$ cat src/rtl/timer_bank_pkg.sv
// Shared definitions for the timer bank: FSM state codes, register offsets,
// CTRL bit positions and MODE codes.
package timer_bank_pkg;

   typedef enum logic [1:0] {
      ST_IDLE = 2'd0,
      ST_LOAD = 2'd1,
      ST_CNT  = 2'd2,
      ST_INT  = 2'd3
   } state_e;

   localparam logic [1:0] REG_CTRL     = 2'd0;
   localparam logic [1:0] REG_PRESET   = 2'd1;
   localparam logic [1:0] REG_COUNT    = 2'd2;
   localparam logic [1:0] REG_PRESCALE = 2'd3;
   localparam logic [1:0] REG_STATUS   = 2'd0;

   localparam int CTRL_W       = 4;
   localparam int CTRL_EN      = 0;
   localparam int CTRL_MODE_LO = 1;
   localparam int CTRL_IM      = 3;
   localparam int PRESCALE_W   = 16;

   localparam logic [1:0] MODE_ONESHOT = 2'b00;
   localparam logic [1:0] MODE_RELOAD  = 2'b01;

endpackage

$ cat src/rtl/timer_bank_channel.sv
// One down-counting timer channel: CTRL/PRESET/COUNT registers plus its FSM.
// Optional prescaler is built only when TIMER_PRESCALE_EN is defined.
module timer_bank_channel
   import timer_bank_pkg::*;
#(
   parameter int CNT_W = 32
) (
   input  logic                  clk,
   input  logic                  reset,
   input  logic                  ctrl_wr,
   input  logic                  preset_wr,
`ifdef TIMER_PRESCALE_EN
   input  logic                  prescale_wr,
`endif
   input  logic [31:0]           din,
   output logic [CTRL_W-1:0]     ctrl,
   output logic [CNT_W-1:0]      preset,
   output logic [CNT_W-1:0]      count,
   output logic [PRESCALE_W-1:0] prescale,
   output logic                  fire
);

   state_e state, state_next;
   logic   count_ld, count_dec, en_clr, tick;

   always_ff @(posedge clk or posedge reset) begin
      if (reset) state <= ST_IDLE;
      else       state <= state_next;
   end

   always_comb begin
      state_next = state;
      fire       = 1'b0;
      count_ld   = 1'b0;
      count_dec  = 1'b0;
      en_clr     = 1'b0;
      case (state)
         ST_IDLE: if (ctrl[CTRL_EN]) state_next = ST_LOAD;
         ST_LOAD: begin
            count_ld   = 1'b1;
            state_next = ST_CNT;
         end
         ST_CNT: begin
            if (!ctrl[CTRL_EN])   state_next = ST_IDLE;
            else if (count == '0) state_next = ST_INT;
            else if (tick)        count_dec  = 1'b1;
         end
         ST_INT: begin
            fire = 1'b1;
            if (ctrl[CTRL_MODE_LO +: 2] == MODE_RELOAD) begin
               state_next = ST_LOAD;
            end else begin
               en_clr     = 1'b1;
               state_next = ST_IDLE;
            end
         end
         default: state_next = ST_IDLE;
      endcase
      // A CPU CTRL write landing on the INT cycle restarts through IDLE.
      if (ctrl_wr && state == ST_INT) state_next = ST_IDLE;
   end

   always_ff @(posedge clk or posedge reset) begin
      if (reset) begin
         ctrl   <= '0;
         preset <= '0;
         count  <= '0;
      end else begin
         if (ctrl_wr)     ctrl <= din[CTRL_W-1:0];
         else if (en_clr) ctrl[CTRL_EN] <= 1'b0;
         if (preset_wr)   preset <= din[CNT_W-1:0];
         if (count_ld)       count <= preset;
         else if (count_dec) count <= count - CNT_W'(1);
      end
   end

`ifdef TIMER_PRESCALE_EN
   logic [PRESCALE_W-1:0] psc;

   always_ff @(posedge clk or posedge reset) begin
      if (reset) begin
         prescale <= '0;
         psc      <= '0;
      end else begin
         if (prescale_wr) prescale <= din[PRESCALE_W-1:0];
         if (state != ST_CNT || tick) psc <= '0;
         else                         psc <= psc + PRESCALE_W'(1);
      end
   end

   assign tick = (psc == prescale);
`else
   assign prescale = '0;
   assign tick     = 1'b1;
`endif

endmodule

$ cat src/rtl/timer_bank.sv
// Bank of NUM_CH timers on one word-addressed slot: decode, read mux, W1C
// pending status and IRQ vector. Optional prescaler: define TIMER_PRESCALE_EN.
module timer_bank
   import timer_bank_pkg::*;
#(
   parameter int NUM_CH = 2,
   parameter int CNT_W  = 32,
   parameter int ADDR_W = 6
) (
   input  logic              clk,
   input  logic              reset,
   input  logic [ADDR_W-1:0] Addr,
   input  logic              WE,
   input  logic [31:0]       Din,
   output logic [31:0]       Dout,
   output logic [NUM_CH-1:0] IRQ,
   output logic              irq_any
);

   localparam int SLOT_W = ADDR_W - 2;

   logic [SLOT_W-1:0]     slot;
   logic [1:0]            regsel;
   logic [NUM_CH-1:0]     ctrl_wr, fire, im, pend, status_clr;
   logic                  status_wr;
   logic [CTRL_W-1:0]     ch_ctrl     [NUM_CH];
   logic [CNT_W-1:0]      ch_preset   [NUM_CH];
   logic [CNT_W-1:0]      ch_count    [NUM_CH];
   logic [PRESCALE_W-1:0] ch_prescale [NUM_CH];

   assign slot   = Addr[ADDR_W-1:2];
   assign regsel = Addr[1:0];

   for (genvar i = 0; i < NUM_CH; i++) begin : g_ch
      logic sel;
      assign sel        = WE && (slot == SLOT_W'(i));
      assign ctrl_wr[i] = sel && (regsel == REG_CTRL);
      assign im[i]      = ch_ctrl[i][CTRL_IM];

      timer_bank_channel #(.CNT_W(CNT_W)) u_ch (
         .clk         (clk),
         .reset       (reset),
         .ctrl_wr     (ctrl_wr[i]),
         .preset_wr   (sel && (regsel == REG_PRESET)),
`ifdef TIMER_PRESCALE_EN
         .prescale_wr (sel && (regsel == REG_PRESCALE)),
`endif
         .din         (Din),
         .ctrl        (ch_ctrl[i]),
         .preset      (ch_preset[i]),
         .count       (ch_count[i]),
         .prescale    (ch_prescale[i]),
         .fire        (fire[i])
      );
   end

   assign status_wr  = WE && (slot == SLOT_W'(NUM_CH)) && (regsel == REG_STATUS);
   assign status_clr = status_wr ? Din[NUM_CH-1:0] : '0;

   // Hardware set beats both the W1C clear and the CTRL-write clear.
   always_ff @(posedge clk or posedge reset) begin
      if (reset) pend <= '0;
      else       pend <= (pend & ~(status_clr | ctrl_wr)) | fire;
   end

   always_comb begin
      Dout = '0;
      for (int i = 0; i < NUM_CH; i++) begin
         if (slot == SLOT_W'(i)) begin
            case (regsel)
               REG_CTRL:     Dout = 32'(ch_ctrl[i]);
               REG_PRESET:   Dout = 32'(ch_preset[i]);
               REG_COUNT:    Dout = 32'(ch_count[i]);
               REG_PRESCALE: Dout = 32'(ch_prescale[i]);
               default:      Dout = '0;
            endcase
         end
      end
      if (slot == SLOT_W'(NUM_CH) && regsel == REG_STATUS) Dout = 32'(pend);
   end

   assign IRQ     = pend & im;
   assign irq_any = |IRQ;

endmodule
$ cat config.mk
export PLATFORM = sky130hd
export DESIGN_NAME = timer_bank
export DESIGN_NICKNAME = d
export VERILOG_FILES = /design/src/rtl/timer_bank_pkg.sv /design/src/rtl/timer_bank_channel.sv /design/src/rtl/timer_bank.sv
export SDC_FILE = /design/constraint.sdc
export NUM_CORES = 1
export LEC_CHECK = 0
export ABC_AREA = 1
export CELL_PAD_IN_SITES_DETAIL_PLACEMENT = 1
export CELL_PAD_IN_SITES_GLOBAL_PLACEMENT = 1
export CORE_AREA = 5 5 167 169
export DETAILED_ROUTE_END_ITERATION = 10
export DIE_AREA = 0 0 172 174
export GPL_TIMING_DRIVEN = 0
export PLACE_DENSITY = 0.68
export SYNTH_ARGS = -nofsm -noshare
export SYNTH_HDL_FRONTEND = slang
export SYNTH_SLANG_ARGS = --single-unit
export TNS_END_PERCENT = 5
$ cat constraint.sdc
create_clock -name clk -period 12.65 [get_ports clk]
set_input_delay 2.53 -clock clk [delete_from_list [all_inputs] [get_ports clk]]
set_output_delay 2.53 -clock clk [all_outputs]
set_load 0.1 [all_outputs]
==> metrics.log, run 1 <==
[metrics] number of DRC violations after detailed-routing iteration 0: just over 600
[metrics] CP required: slightly above 10 ns
[metrics] internal power: approximately 1300 µW
[metrics] Bufs on Longest Clock Path: 2
[metrics] number of antenna violations at the first check in global routing: 0
[metrics] Layout area overhead: 21.4%
[metrics] category of the worst setup path capture point: output pin
[metrics] fraction of layout cells with a size suffix above 1: 0.0699
[metrics] most common cell after layout, fill and taps aside: sky130_fd_sc_hd__nand2_1
[metrics] final hold violation count: 0
[metrics] clk_lat worst skew: 0.43 ns
[metrics] startpoint kind of the worst setup timing path: input pin
[metrics] via count of the first global-routing pass: 9489
[metrics] number of buffers inserted during clock tree synthesis: 17
[metrics] hpwl dp: 28300 µm
[metrics] total power consumption of the routed design: 2500 µW
[metrics] unrepaired setup endpoints after global routing: false
[metrics] cell class contributing the biggest share of worst-path delay: buffers and inverters
[metrics] number of port buffers: 75
[metrics] vias per cell: 5.19
[metrics] number of warnings issued by yosys: 0
[metrics] number of detailed-route iterations in the first pass: 5
[metrics] post-synth net total: around 1400
[metrics] core box area: 0.0264 mm²
[metrics] clock root buffer: sky130_fd_sc_hd__clkbuf_16
[metrics] Hold WS: a little under 0.5 ns
[metrics] worst clock skew: 0.0124 ns
[metrics] chain of cells forming the critical path: clkdlybuf4s50_1 > inv_1 > nand2_2 > inv_2 > clkbuf_1 > nand2_1 > o21ai_0 > a22o_1 > clkdlybuf4s50_1
[metrics] most used cells in the layout excluding fill and tap cells: sky130_fd_sc_hd__nand2_1, sky130_fd_sc_hd__nand3_1, sky130_fd_sc_hd__dfrtp_1
[metrics] net switching power: roughly 1200 µW
[metrics] fraction of power consumed by the clock network: 0.250
[metrics] Crit Path Class: in -> out
[metrics] FF/Latch Area: 0.00355 mm²
[metrics] most numerous cell on the critical path: sky130_fd_sc_hd__clkdlybuf4s50_1
[metrics] # setup viols final: 0
[metrics] die height: 174 µm
[metrics] Slew headroom: 0.293
[metrics] maximum achievable frequency: approximately 0.12 GHz
[metrics] DRC violations left: 0
[metrics] mean instance size in the synthesized netlist: 6.79 µm²
[metrics] cell type of the slowest stage on the worst timing path: sky130_fd_sc_hd__clkdlybuf4s50_1
[metrics] Congestion Overflow GR: 0
[metrics] maximum cell stage delay along the critical path: roughly 1.2 ns
[metrics] final non-filler cell total: 1772
[metrics] number of instances in the placed design: 1741
[metrics] largest net degree at the start of global routing: 103
[metrics] slew at the pin closest to its max-slew limit: between 1 and 1.5 ns
[metrics] count of hold buffers inserted by post-cts repair: 0
[metrics] Post CTS Setup Buffer Count: 0
[metrics] Final Wtd Congestion: 0.900
[metrics] Reg2Reg Setup Slack: approximately 11 ns
[metrics] total via count after detailed routing: 9190
[metrics] initial standard-cell utilization of the core: 0.340
[metrics] number of top-level pins: 76
[metrics] area used by multi-input combinational logic: ~0.0046 mm²
[metrics] buffers plus inverters on the worst setup path: 5
[metrics] net count of the finished layout: 1462
[metrics] total of flip-flops plus latches after synthesis: approximately 140
[metrics] crit path max fanout: 10
[metrics] CTS clk-pin slew, worst paths: 0.06 ns
[metrics] path type of the worst min-delay path: reg -> reg
[metrics] standard-cell row count: 60
[metrics] remaining antenna violation count: 0
[metrics] Die Span X: 172 µm
[metrics] final setup TNS: 0 ns
[metrics] sequential cell area fraction in the yosys report: 0.395
[metrics] antenna cell count: 0
[metrics] routed length per placed instance: 20.4 µm
[metrics] fillers: 3447
[metrics] maximum level of the CTS H-tree: 4
[metrics] Final min period: 8.29 ns
[metrics] PostCTS Resize Cnt: 0
[metrics] power share of the combinational group: 0.457
[metrics] Cell variety after synth: 38
[metrics] post-synthesis cell area: about 0.0090 mm²
[metrics] TritonCTS clock tree: yes
[metrics] Final Cycle Share: 0.655
[metrics] # Max-Cap Violations: 0
[metrics] power per cell area: approximately 230 mW/mm²
[metrics] power share of the sequential group: 0.293
[metrics] Peak VDD IR: just over 0.00009 V
[metrics] aggregate routed wire length: 36100 µm
[metrics] wire length of the first global-routing pass: roughly 56000 µm
[metrics] run status: complete, no violations
[metrics] area of the die: 0.0299 mm²
[metrics] Data arrival, critical path: 5.76 ns
[metrics] Leak: 0.00511 µW
[metrics] cell count after synthesis: 1324
[metrics] combined global-route utilization of all metal layers: 0.245
[metrics] # clock sinks: 142
[metrics] count of final max-slew check failures: 0
[metrics] sw frac: 0.468
## path summary, 6_finish.rpt
kind,startpoint,end,depth (start not counted)
min in group asynchronous,reset,g_ch[0].u_ch.state[0],2
worst min register to register,g_ch[0].u_ch.ctrl[1],g_ch[0].u_ch.ctrl[1],2
worst max-delay path,Addr[1],Dout[10],9
worst min-delay path,g_ch[0].u_ch.ctrl[1],g_ch[0].u_ch.ctrl[1],2
worst max register to register,g_ch[0].u_ch.count[0],g_ch[0].u_ch.count[28],9
max in group asynchronous,reset,g_ch[1].u_ch.preset[6],3
## state kept, by name (all words and copies together) (netlist names)
register          count
g_ch.u_ch.ctrl        8
g_ch.u_ch.preset     64
g_ch.u_ch.state       4
pend                  2
g_ch.u_ch.count      64
## Yosys cell counts
cell,instances,share of area
sky130_fd_sc_hd__clkbuf_2,1,0.00056
sky130_fd_sc_hd__nand2_4,1,0.0013
sky130_fd_sc_hd__o211ai_1,3,0.0025
sky130_fd_sc_hd__a211oi_1,1,0.00084
sky130_fd_sc_hd__xor2_1,9,0.0088
sky130_fd_sc_hd__nand4_2,1,0.0014
sky130_fd_sc_hd__clkbuf_1,27,0.011
sky130_fd_sc_hd__a31oi_1,1,0.00070
sky130_fd_sc_hd__nand3b_1,1,0.00084
sky130_fd_sc_hd__nor3_2,3,0.0033
sky130_fd_sc_hd__o21ai_0,128,0.071
sky130_fd_sc_hd__nor2_2,8,0.0056
sky130_fd_sc_hd__or2_2,2,0.0014
sky130_fd_sc_hd__a22o_1,26,0.025
sky130_fd_sc_hd__nand2_2,6,0.0042
sky130_fd_sc_hd__nand3_1,167,0.093
sky130_fd_sc_hd__nor2_1,122,0.051
sky130_fd_sc_hd__buf_8,1,0.0017
sky130_fd_sc_hd__nor2_4,8,0.010
sky130_fd_sc_hd__ha_1,2,0.0028
sky130_fd_sc_hd__nor3_1,1,0.00056
sky130_fd_sc_hd__or2_4,1,0.00097
sky130_fd_sc_hd__buf_2,17,0.0095
sky130_fd_sc_hd__a21oi_1,18,0.010
sky130_fd_sc_hd__nand2_1,406,0.17
sky130_fd_sc_hd__nand3_2,4,0.0045
sky130_fd_sc_hd__o21ai_1,34,0.019
sky130_fd_sc_hd__buf_6,6,0.0075
sky130_fd_sc_hd__nor3_4,1,0.0018
sky130_fd_sc_hd__dfrtp_1,142,0.40
sky130_fd_sc_hd__a31o_2,2,0.0019
sky130_fd_sc_hd__o22ai_1,7,0.0049
sky130_fd_sc_hd__inv_2,5,0.0021
sky130_fd_sc_hd__inv_1,139,0.058
sky130_fd_sc_hd__o221ai_1,2,0.0019
sky130_fd_sc_hd__clkinv_1,1,0.00042
sky130_fd_sc_hd__buf_4,2,0.0017
sky130_fd_sc_hd__nand4_1,18,0.013
## power by group through the flow
| stage | Combinational [µW] | Clock [µW] | Sequential, µW |
|---|---|---|---|
| final | 1140 | 624 | 730 |
| after global routing | 1290 | 654 | 750 |
| after CTS | 1140 | 636 | 727 |
| after global placement | 1100 | 0 | 729 |
| after detailed placement | 1130 | 0 | 733 |
| after floorplan | 822 | 0 | 682 |
## routing by layer
layer / track usage / routed length (µm) / vias to the layer above
li1: - / - / 4494
met1: 0.335 / 16900 / 4530
met2: 0.407 / 17600 / 123
met3: 0.0300 / 789 / 43
met4: 0.0694 / 903 / 0
met5: 0 / 0 / -
## tightest hold or removal path: stages (launching register included)
cell and delay, ns:
sky130_fd_sc_hd__dfrtp_1 0.34, sky130_fd_sc_hd__nand2_1 0.05, sky130_fd_sc_hd__o21ai_0 0.06
## through the flow
stage	instance area (µm²)	util	setup WS, ns
floorplan	8990	-	5.29
global placement	10200	0.385	3.63
detailed placement	10200	0.386	4.43
CTS	10900	0.413	4.40
global route	10900	0.413	4.33
finish	10900	0.413	4.36
## layout make-up
| cell class | count | area share |
|---|---|---|
| timing repair buffer | 76 | 0.0714 |
| clock buffer | 20 | 0.0410 |
| buffer | 54 | 0.0265 |
| tap | 341 | 0.0391 |
| clock inverter | 11 | 0.0240 |
| sequential | 142 | 0.326 |
| multi-input combinational | 983 | 0.422 |
| inverter | 145 | 0.0506 |
## kinds of logic after synthesis
logic type / Yosys count / share of synthesized area
adder cells (fa/ha/maj): 2 / 0.00278
XOR/XNOR: 9 / 0.00877
flip-flops: 142 / 0.395
buffers and inverters: 199 / 0.0927
AND/OR/NAND/NOR: 750 / 0.362
AO/OA/AOI/OAI: 222 / 0.138
(Power assumes the default switching activity.)
==> run 2, diff against run 1 <==
- clock period: 12.65 -> 7.7 ns (I/O delays scaled with it)
==> results of run 2 <==
The final DEF is identical to that of run 1. Status: complete, no violations.
Main changes from that run: setup slack after placement 4.43 ns -> 1.46 ns; setup slack after layout 4.36 ns -> 1.39 ns; register-to-register setup slack 10.51 ns -> 5.56 ns; total power 2500 µW -> 4100 µW; worst IR drop on VDD 0.0000916 V -> 0.000150 V
==> run 3, diff against run 2 <==
- clock period: 7.7 -> 6.2 ns (I/O delays scaled with it)
==> results of run 3 <==
The final DEF is identical to that of run 1. Status: complete, no violations.
Main changes from that run: setup slack after placement 4.43 ns -> 0.561 ns; setup slack after layout 4.36 ns -> 0.492 ns; register-to-register setup slack 10.51 ns -> 4.06 ns; total power 2500 µW -> 5090 µW; worst IR drop on VDD 0.0000916 V -> 0.000187 V
